## config.mk

```make
export PLATFORM = sky130hd
export DESIGN_NAME = timer_ctrl
export DESIGN_NICKNAME = d
export VERILOG_FILES = /design/src/rtl/timer_ctrl.sv
export SDC_FILE = /design/constraint.sdc
export NUM_CORES = 1
export LEC_CHECK = 0
export BUFFER_PORTS_ARGS = -buffer_cell sky130_fd_sc_hd__buf_4
export CAP_MARGIN = 20
export CELL_PAD_IN_SITES_DETAIL_PLACEMENT = 1
export CELL_PAD_IN_SITES_GLOBAL_PLACEMENT = 2
export CORE_MARGIN = 1
export CORE_UTILIZATION = 32
export DETAILED_ROUTE_END_ITERATION = 10
export PLACE_DENSITY = 0.85
export SLEW_MARGIN = 20
export SYNTH_ARGS = -nofsm -noshare
export SYNTH_HDL_FRONTEND = slang
export SYNTH_SLANG_ARGS = --single-unit
```

## constraint.sdc

```tcl
create_clock -name clk -period 1.6 [get_ports clk]
set_input_delay 0 -clock clk [delete_from_list [all_inputs] [get_ports clk]]
set_output_delay 0 -clock clk [all_outputs]
set_load 0.02 [all_outputs]
```

## src/rtl/timer_ctrl.sv

```systemverilog
// Register-mapped timer controller: CTRL/LOAD/STATUS/EXPCNT window driving the timer's clear/arm strobes.
// Optional expiry counter is built only when TIMER_CTRL_EXPCNT_EN is defined; otherwise offset 0xC reads 0.
module timer_ctrl #(
    parameter int ADDR_W = 4,
    parameter int CNT_W  = 32
) (
    input  logic              clk,
    input  logic              rst,
    input  logic              req,
    input  logic              we,
    input  logic [ADDR_W-1:0] addr,
    input  logic [31:0]       wdata,
    output logic [31:0]       rdata,
    output logic              rvalid,
    output logic              timer_clr,
    output logic              set_timer,
    output logic [CNT_W-1:0]  timer_set_val,
    input  logic              timer_is_high,
    output logic              irq
);

    typedef enum logic [1:0] {IDLE, CLR, SET, WAIT} state_t;

    state_t           state_q;
    logic             en_q, per_q, ien_q, pending_q;
    logic [CNT_W-1:0] load_q, snap_q, expcnt_rd;
    logic [1:0]       sel;
    logic             wr_ctrl, wr_load, wr_stat, rd_req, expire;
    logic [31:0]      rd_val;

    assign sel     = addr[3:2];
    assign wr_ctrl = req & we & (sel == 2'd0);
    assign wr_load = req & we & (sel == 2'd1);
    assign wr_stat = req & we & (sel == 2'd2);
    assign rd_req  = req & ~we;
    assign expire  = (state_q == WAIT) & timer_is_high;
    assign irq     = pending_q & ien_q;

`ifdef TIMER_CTRL_EXPCNT_EN
    logic [CNT_W-1:0] expcnt_q;

    always_ff @(posedge clk) begin
        if (rst) begin
            expcnt_q <= '0;
        end else if (expire) begin
            expcnt_q <= expcnt_q + 1'b1;
        end
    end

    assign expcnt_rd = expcnt_q;
`else
    assign expcnt_rd = '0;
`endif

    always_comb begin
        rd_val = '0;
        case (sel)
            2'd0:    rd_val[2:0] = {ien_q, per_q, en_q};
            2'd1:    rd_val[CNT_W-1:0] = load_q;
            2'd2:    rd_val[1:0] = {state_q != IDLE, pending_q};
            default: rd_val[CNT_W-1:0] = expcnt_rd;
        endcase
    end

    // A CTRL write overrides whatever the FSM would have done this cycle;
    // expiry side effects on pending/EXPCNT still land.
    always_ff @(posedge clk) begin
        if (rst) begin
            state_q       <= IDLE;
            en_q          <= 1'b0;
            per_q         <= 1'b0;
            ien_q         <= 1'b0;
            pending_q     <= 1'b0;
            load_q        <= '0;
            snap_q        <= '0;
            rdata         <= '0;
            rvalid        <= 1'b0;
            timer_clr     <= 1'b0;
            set_timer     <= 1'b0;
            timer_set_val <= '0;
        end else begin
            timer_clr <= 1'b0;
            set_timer <= 1'b0;
            rvalid    <= rd_req;
            if (rd_req) begin
                rdata <= rd_val;
            end
            if (wr_load) begin
                load_q <= wdata[CNT_W-1:0];
            end
            if (wr_stat && wdata[0]) begin
                pending_q <= 1'b0;
            end
            if (expire) begin
                pending_q <= 1'b1;
            end
            if (wr_ctrl) begin
                en_q  <= wdata[0];
                per_q <= wdata[1];
                ien_q <= wdata[2];
                if (wdata[0]) begin
                    state_q   <= CLR;
                    timer_clr <= 1'b1;
                    snap_q    <= load_q;
                end else begin
                    state_q <= IDLE;
                end
            end else begin
                case (state_q)
                    CLR: begin
                        state_q       <= SET;
                        set_timer     <= 1'b1;
                        timer_set_val <= snap_q;
                    end
                    SET: state_q <= WAIT;
                    WAIT: begin
                        if (timer_is_high) begin
                            if (per_q) begin
                                state_q   <= CLR;
                                timer_clr <= 1'b1;
                                snap_q    <= load_q;
                            end else begin
                                state_q <= IDLE;
                                en_q    <= 1'b0;
                            end
                        end
                    end
                    default: state_q <= IDLE;
                endcase
            end
        end
    end

endmodule
```

==> metrics, run 1 <==
status=complete, no violations; R2R Path Start=state_q[1]; layout overhead on the synthesized area=38.9%; Adder-Cell Fraction of Synth Area=less than 1%; CTS clk-pin slew, worst paths=around 0.060 ns; via count=4673; vias in the first global route=4839; routed wl met2=between 8000 and 9000 µm; Clock Tree Buf Depth=2; hold_sp=addr[2]; dpl hpwl=10100 µm; max_slew headroom=roughly three quarters; GRT Util Overall=approximately a fifth; Die Area=17000 µm²; commonest non-fill, non-tap cell in the layout=dfxtp_1; Met1 Wirelength=7440 µm; first-pass GRT wire length=25500 µm; clock latency on the worst-skew pair=0.42 ns; drc violations=0; Total Power=7.89 mW; Hold WC Path Type=input port to register; average size of a mapped cell=between 8 and 9 µm²; Wirelength per Cell=17.3 µm; RSZ-0062 raised after global routing=true; Worst Setup Start Kind=register; core region area=between 15000 and 20000 µm²; CTS Buf Count=17; CTS Root Cell=clkbuf_16; Initial DRC Count=294; Die Y=130 µm; Unique masters post-synth=29; vias per cell=4.94; I/O Pins=109; VDD IR max=between 600 and 700 µV; Pins Over Slew Limit=0; YS warnings=0; Worst Hold End=rdata[1]; post-route insts no fill=945; pin count of the biggest net entering global routing=64; max-cap viol count=0; Die X=130 µm; Final Cell Area=7320 µm²; Tightest Pin Transition=0.404 ns; TNS Setup=0 ns; worst path arrival time=1.89 ns; first-pass detailed-route iteration total=4; fmax=roughly 650 MHz; H-tree lvl count=4; crit path max fanout=8; Nets=approximately 760; min Tclk post-route=1.55 ns; Cell Rows=46; routability cong.=0.791; CP Class=register to register; placed cell areas=between 6000 and 7000 µm²; top routing layer used=met4; Initial Util=32.9%; XOR/XNOR Fraction of Synth Area=0%; synthesized cell area=between 5000 and 6000 µm²; Area contributors post-synth=dfxtp_1 (52%), nand2b_1 (8.0%), a21oi_1 (6.8%); Net Count, Synth=around 630; post-synthesis mux area share=under 10%; largest family of logic cells by synthesized area=simple AND/OR/NAND/NOR gates; antenna cell count=0; Crit. Startpoint=state_q[1]; final WL=16300 µm; Port Buffer Count=between 100 and 150; Critical Path RT=1.94 ns; most frequent cells in the layout=dfxtp_1 (137), buf_4 (116), nand2_1 (75); FF-to-FF End=snap_q[16]; clock sink count=approximately 140; ANT nets after route=0; r2r worst-path depth=6; Yosys top cell by area=dfxtp_1; hold slack=0.0308 ns; post-synthesis compound-gate area fraction=14.9%; GR Overflow Total=0; antenna violations before repair=0; sequential area share after synthesis=52.1%; Hold Crit Depth=4; R2R Setup Slk=0.05 ns; endpoints failing setup=0; crit end category=register; simple-gate share of the synthesized area=20.7%; pwr dens=1080 nW/µm²; # fillers=between 1500 and 2000; Placed Cells=874; Final period util=96.8%; Yosys top cell area share=52.1%; Final Skew=between 0.01 and 0.015 ns; met3 routed WL=543 µm; Final Hold Fails=0; Lkg Pwr=2.93 nW; CTS tree=yes; Yosys reg bits=~140; cells after synthesis=589; layout cells sized above 1=21.9%
[sequential cells by signal, indices dropped and copies added, names as in the netlist]
| name | flops |
|---|---|
| rvalid | 1 |
| rdata | 32 |
| ien_q | 1 |
| pending_q | 1 |
| set_timer | 1 |
| load_q | 32 |
| timer_set_val | 32 |
| snap_q | 32 |
| state_q | 2 |
| per_q | 1 |
| timer_clr | 1 |
| en_q | 1 |
[worst max-delay path: stages, from the launching register on]
cell and delay [ns]:
dfxtp_1 0.35, ha_1 0.21, and3_1 0.22, mux2i_4 0.17
buf_12 0.15, buf_6 0.18, mux2i_1 0.21
[worst max-delay path by stage]
stage / end / slack, ns / cells past startpoint
floorplan: snap_q[10] / 0.15 / 5
global placement: snap_q[26] / 0.17 / 5
detailed placement: snap_q[14] / 0.09 / 5
CTS: snap_q[2] / 0.05 / 5
global route: snap_q[16] / -0.01 / 6
finish: snap_q[16] / 0.05 / 6
[power breakdown]
group          internal, mW  switching [mW]  total, mW
logic                 0.207           0.213      0.421
registers              3.44          0.0200       3.46
clock network          2.53            1.48       4.01
[repair_timing]
item	4_1_cts	5_1_grt
endpoints found under the setup margin	0	26
hold buffers	35	0
endpoints found under the hold margin	42	0
buffers inserted	0	1
resized for setup	0	1
[synthesized netlist by cell type]
| library cell | n |
|---|---|
| mux2i_1 | 34 |
| or3_1 | 1 |
| nor2_1 | 31 |
| inv_1 | 3 |
| and3_1 | 1 |
| buf_6 | 3 |
| nand4bb_1 | 1 |
| mux2_2 | 1 |
| clkbuf_1 | 41 |
| a22oi_1 | 31 |
| dfxtp_1 | 137 |
| and2_1 | 1 |
| nand3_1 | 33 |
| nand4b_1 | 1 |
| mux2i_4 | 1 |
| o211ai_1 | 2 |
| a21oi_1 | 72 |
| a311o_1 | 1 |
| nor3b_1 | 2 |
| and4b_1 | 1 |
| nor3_1 | 2 |
| nand2b_1 | 67 |
| o21ai_0 | 33 |
| and4bb_2 | 2 |
| nand2_1 | 75 |
| buf_1 | 3 |
| buf_2 | 4 |
| ha_1 | 4 |
| nand3b_1 | 1 |
[metal layers]
| metal | vias to the layer above | track usage (%) |
|---|---|---|
| met1 | 2297 | 24.6 |
| met3 | 20 | 3.85 |
| met5 | - | 0 |
| li1 | 2253 | - |
| met2 | 103 | 33.9 |
| met4 | 0 | 6.84 |
[metrics by stage]
stage	utilization [%]	worst slack, ns
3_5_place_dp	39.2	0.0912
6_report	45.7	0.0516
2_1_floorplan	-	0.155
3_3_place_gp	39.2	0.167
4_1_cts	45.2	0.0466
5_1_grt	45.7	-0.0140
[cells by family after synthesis]
logic type | count (synthesis)
and+or+nand+nor | 219
adders and majority gates | 4
buffers and inverters | 54
AOI/OAI and AO/OA | 139
DFF | 137
muxes | 36
[cell type report]
cell class / count / area (µm²) / area share (%)
clock buffer: 21 / 460 / 6.29
inverter: 3 / 11.3 / 0.154
timing repair buffer: 159 / 1380 / 18.9
tap: 216 / 270 / 3.69
multi-input combinational: 398 / 2300 / 31.5
clock inverter: 11 / 146 / 2.00
sequential: 137 / 2740 / 37.5
(Power assumes the default switching activity.)
==> run 2: changes to the inputs <==
--- a/config.mk
+++ b/config.mk
@@ -9,10 +9,11 @@
 export CAP_MARGIN = 20
 export CELL_PAD_IN_SITES_DETAIL_PLACEMENT = 1
 export CELL_PAD_IN_SITES_GLOBAL_PLACEMENT = 2
+export CORE_ASPECT_RATIO = 0.75
 export CORE_MARGIN = 1
-export CORE_UTILIZATION = 32
+export CORE_UTILIZATION = 29
 export DETAILED_ROUTE_END_ITERATION = 10
-export PLACE_DENSITY = 0.85
+export PLACE_DENSITY = 0.81
 export SLEW_MARGIN = 20
 export SYNTH_ARGS = -nofsm -noshare
 export SYNTH_HDL_FRONTEND = slang
==> constraint.sdc (replaced) <==
create_clock -name clk -period 1.25 [get_ports clk]
set_input_delay 0.0625 -clock clk [delete_from_list [all_inputs] [get_ports clk]]
set_output_delay 0.0625 -clock clk [all_outputs]
set_load 0.02 [all_outputs]
==> metrics, run 2 (synthesis results as in run 1) <==
hold_sp=rst; Sw Share=a little over a fifth; Setup WS post-layout=-0.155 ns; pin count of the biggest net entering global routing=slightly below 60; vias per cell=4.72; vias in the first global route=4767; most frequent cells in the layout=dfxtp_1 (135), buf_4 (126), nand2_1 (75); Critical Path RT=around 1.6 ns; Final Util=roughly 42%; clock sink count=roughly 140; sw power=2.01 mW; antenna violations before repair=1; commonest non-fill, non-tap cell in the layout=dfxtp_1; CTS Root Cell=clkbuf_16; drc violations=0; fmax=between 700 and 800 MHz; Crit. Startpoint=state_q[0]; R2R Path Start=state_q[0]; endpoints failing setup=64; CTS tree=yes; Final Hold Fails=0; CTS clk-pin slew, worst paths=approximately 0.050 ns; Cell Rows=42; pwr dens=between 1000 and 1500 nW/µm²; CTS Buf Count=17; first-pass detailed-route iteration total=4; GRT Util Overall=17.8%; via count=4633; worst path arrival time=1.75 ns; status=complete, but fails checks; max-cap viol count=0; Lkg Pwr=2.99 nW; Initial DRC Count=183; Final period util=112%; dpl hpwl=roughly 11000 µm; Die Y=approximately 120 µm; crit end category=register; core region area=17700 µm²; Tightest Pin Transition=0.358 ns; Clk pwr share=approximately 47%; final WL=between 15000 and 20000 µm; ANT nets after route=0; clock latency on the worst-skew pair=0.42 ns; Die Area=18700 µm²; Die X=158 µm; max_slew headroom=about three quarters; Pins Over Slew Limit=0; Port Buffer Count=106; placed cell areas=6500 µm²; Clock Tree Buf Depth=2; H-tree lvl count=4; Hold WC Path Type=input port to register; layout cells sized above 1=around a quarter; min Tclk post-route=1.41 ns; combinational power share=roughly 6.1%; Final Cell Area=7450 µm²; Wirelength per Cell=16.7 µm; I/O Pins=109; RSZ-0062 raised after global routing=true; layout overhead on the synthesized area=41.3%; Nets=775; Final Skew=0.00911 ns; GR Overflow Total=0; VDD IR max=792 µV; Initial Util=29.8%; failing checks=negative setup slack; CP Class=register to register; sequential fraction of design power=between 40% and 50%; first-pass GRT wire length=25300 µm; crit path max fanout=6; Worst Setup Start Kind=register; routability cong.=0.768; cell-internal power=7.46 mW
==> run 2: cell types whose count changed in the layout (fill, tap and decap cells not counted), sizes merged <==
cell / previous run / this run
buf: 122 / 138
bufinv: 3 / 1
clkbuf: 23 / 24
clkinv: 6 / 4
clkinvlp: 2 / 0
diode: 0 / 1
dlygate4sd3: 35 / 33
==> run 2: per-layer routing <==
| metal | global-route usage [%] | up-vias | wire, µm |
|---|---|---|---|
| met5 | 0 | - | 0 |
| met4 | 5.58 | 0 | 178 |
| met3 | 5.24 | 14 | 827 |
| met2 | 26.7 | 108 | 7420 |
| met1 | 24.4 | 2228 | 7980 |
| li1 | - | 2283 | - |
==> run 2: final timing paths <==
path,endpoint,slack [ns],cells past startpoint
max reg2reg,snap_q[15],-0.16,6
min,rdata[25],0.11,3
min reg2reg,snap_q[2],0.48,2
max,snap_q[15],-0.16,6
==> run 2: cell type report <==
class                      instances  area, µm²
inverter                           3       11.3
fill                            2034      10300
antenna                            1       2.50
sequential                       137       2750
multi-input combinational        398       2320
timing repair buffer             173       1550
tap                              242        303
clock inverter                     5       50.0
clock buffer                      22        464
==> run 2: what timing repair did <==
action                                  in CTS  in global routing
hold endpoints to repair                    37                  0
hold buffers                                33                  0
pin swaps                                    0                  0
buffers inserted                             1                  1
endpoints found under the setup margin      65                 67
gates resized for setup                      1                 10
gates cloned                                 0                  3
==> run 2: power by group through the flow <==
stage	clock, mW	sequential [mW]	combinational, mW
floorplan	0	4.52	0.232
global placement	0	4.52	0.463
detailed placement	0	4.52	0.474
CTS	4.57	4.43	0.561
global route	4.78	4.43	0.614
finish	4.47	4.43	0.573
==> run 2: through the flow <==
| stage | hold WS, ns | setup WS [ns] | std cells | setup TNS, ns | power (mW) |
|---|---|---|---|---|---|
| finish | 0.115 | -0.155 | 981 | -5.15 | 9.47 |
| global route | 0.128 | -0.227 | 981 | -9.14 | 9.82 |
| CTS | 0.112 | -0.166 | 977 | -6.37 | 9.56 |
| detailed placement | 0.328 | -0.157 | 916 | -4.92 | 5.00 |
| global placement | 0.316 | -0.0876 | 916 | -2.41 | 4.98 |
| floorplan | 0.198 | -0.103 | 589 | -2.98 | 4.75 |
==> run 2: critical path, cell delays in order (launching register included) <==
cell and delay (ns):
dfxtp_4 0.36, ha_4 0.15, and3_4 0.16, mux2i_4 0.16, buf_12 0.16, clkbuf_16 0.15, mux2i_1 0.18
==> run 3: changes to the inputs <==
--- a/config.mk
+++ b/config.mk
@@ -11,9 +11,10 @@
 export CELL_PAD_IN_SITES_GLOBAL_PLACEMENT = 2
 export CORE_ASPECT_RATIO = 0.75
 export CORE_MARGIN = 1
-export CORE_UTILIZATION = 29
+export CORE_UTILIZATION = 32
 export DETAILED_ROUTE_END_ITERATION = 10
-export PLACE_DENSITY = 0.81
+export PLACE_DENSITY = 0.85
+export SETUP_SLACK_MARGIN = 0.15
 export SLEW_MARGIN = 20
 export SYNTH_ARGS = -nofsm -noshare
 export SYNTH_HDL_FRONTEND = slang
==> constraint.sdc (replaced) <==
create_clock -name clk -period 1.45 [get_ports clk]
set_input_delay 0.0725 -clock clk [delete_from_list [all_inputs] [get_ports clk]]
set_output_delay 0.0725 -clock clk [all_outputs]
set_load 0.02 [all_outputs]
==> metrics, run 3 (synthesis results as in run 1) <==
r2r worst-path depth=6; GRT Util Overall=between 10% and 20%; Hold WC Path Type=input port to register; I/O Pins=109; Sw Share=approximately a fifth; max-cap viol count=0; TNS Setup=-0.0608 ns; endpoints failing setup=6; clock sink count=137; Clock Tree Buf Depth=2; Final Hold Fails=0; CTS tree=yes; layout cells sized above 1=23.0%; Hold Crit Depth=3; antenna cell count=0; Tightest Pin Transition=0.395 ns; Wirelength per Cell=17.4 µm; pwr dens=1140 nW/µm²; R2R Path Start=state_q[0]; fmax=681 MHz; Die X=150 µm; CTS Root Cell=clkbuf_16; Multi-input gate area=~2300 µm²; worst path arrival time=1.81 ns; layout overhead on the synthesized area=40.6%; post-route insts no fill=942; Nets=768; Final Skew=0.00876 ns; sequential fraction of design power=45.1%; sw power=1.75 mW; dpl ws=0.0120 ns; CP Class=register to register; Worst Setup Start Kind=register; routability cong.=0.777; Reg area=2750 µm²; combinational power share=approximately 5.7%; GR Overflow Total=0; min Tclk post-route=1.47 ns; Placed Cells=873; Pins Over Slew Limit=0; Critical Path RT=1.79 ns; pin count of the biggest net entering global routing=53; Setup WS post-layout=-0.0186 ns; commonest non-fill, non-tap cell in the layout=dfxtp_1; cell-internal power=6.71 mW; failing checks=negative setup slack; Cell Rows=40; hold_sp=addr[3]; Final Cell Area=~7400 µm²; crit path max fanout=10; Total Power=8.46 mW; Port Buffer Count=106; core region area=around 16000 µm²; R2R Setup Slk=-0.02 ns; placed cell areas=6360 µm²; Die Area=roughly 17000 µm²; H-tree lvl count=4; first-pass GRT wire length=25700 µm; Worst Hold End=rdata[2]; CTS clk-pin slew, worst paths=about 0.05 ns; max_slew headroom=73.6%; Initial DRC Count=roughly 190; Final period util=101%; Lkg Pwr=2.97 nW; dpl hpwl=approximately 11000 µm; drc violations=0; Die Y=approximately 110 µm; first-pass detailed-route iteration total=5; hold slack=approximately 0.05 ns; ANT nets after route=0; Initial Util=~33%; vias per cell=between 4 and 5; status=complete, but fails checks; Final Util=46.1%; VDD IR max=around 790 µV; via count=roughly 4700; # fillers=1848; vias in the first global route=roughly 4700; crit end category=register; Clk pwr share=49.2%; clock latency on the worst-skew pair=0.41 ns; CTS Buf Count=17; final WL=16400 µm; FF-to-FF End=snap_q[23]; most frequent cells in the layout=dfxtp_1 (135), buf_4 (120), nand2_1 (75); antenna violations before repair=0; RSZ-0062 raised after global routing=true
## run 3: how the worst max path moves through the flow
stage | startpoint | end | slack, ns | depth (start not counted)
2_1_floorplan | state_q[0] | snap_q[10] | 0.1 | 5
3_3_place_gp | state_q[0] | snap_q[0] | 0.06 | 5
3_5_place_dp | state_q[0] | snap_q[9] | 0.01 | 5
4_1_cts | state_q[0] | snap_q[27] | 0.03 | 5
5_1_grt | state_q[0] | snap_q[18] | -0.07 | 6
6_report | state_q[0] | snap_q[23] | -0.02 | 6
## run 3: power by group through the flow
stage	combinational, mW	clock (mW)	sequential, mW
floorplan	0.197	0	3.89
global placement	0.373	0	3.90
detailed placement	0.385	0	3.90
CTS	0.473	4.22	3.82
global route	0.519	4.39	3.82
finish	0.483	4.16	3.82
## run 3: per-layer routing
metal,GRT usage [%],up-vias,wire (µm)
met5,0,-,0
met4,7.14,0,214
met3,4.40,17,676
met2,31.2,91,7630
met1,27.0,2305,7910
li1,-,2275,-
## run 3: critical path, cell delays in order (launching register included)
cell and delay [ns]:
dfxtp_4 0.37, ha_4 0.16, and3_4 0.16, mux2i_4 0.18, buf_4 0.16, clkbuf_16 0.16
mux2i_1 0.19
## run 3: cell type report
type / count / area share [%]
inverters: 3 / 0.152
flip-flops and latches: 137 / 37.1
repair buffers: 166 / 20.3
well taps: 210 / 3.55
clock inverters: 3 / 0.878
multi-input cells: 398 / 31.4
clock buffers: 25 / 6.69
## run 3: timing repair
action                                 4_1_cts  5_1_grt
setup endpoints to repair                   43       67
resized for setup                            6       14
buffers inserted                             2        2
gates cloned                                 2        1
endpoints found under the hold margin       38        0
hold buffers                                34        0
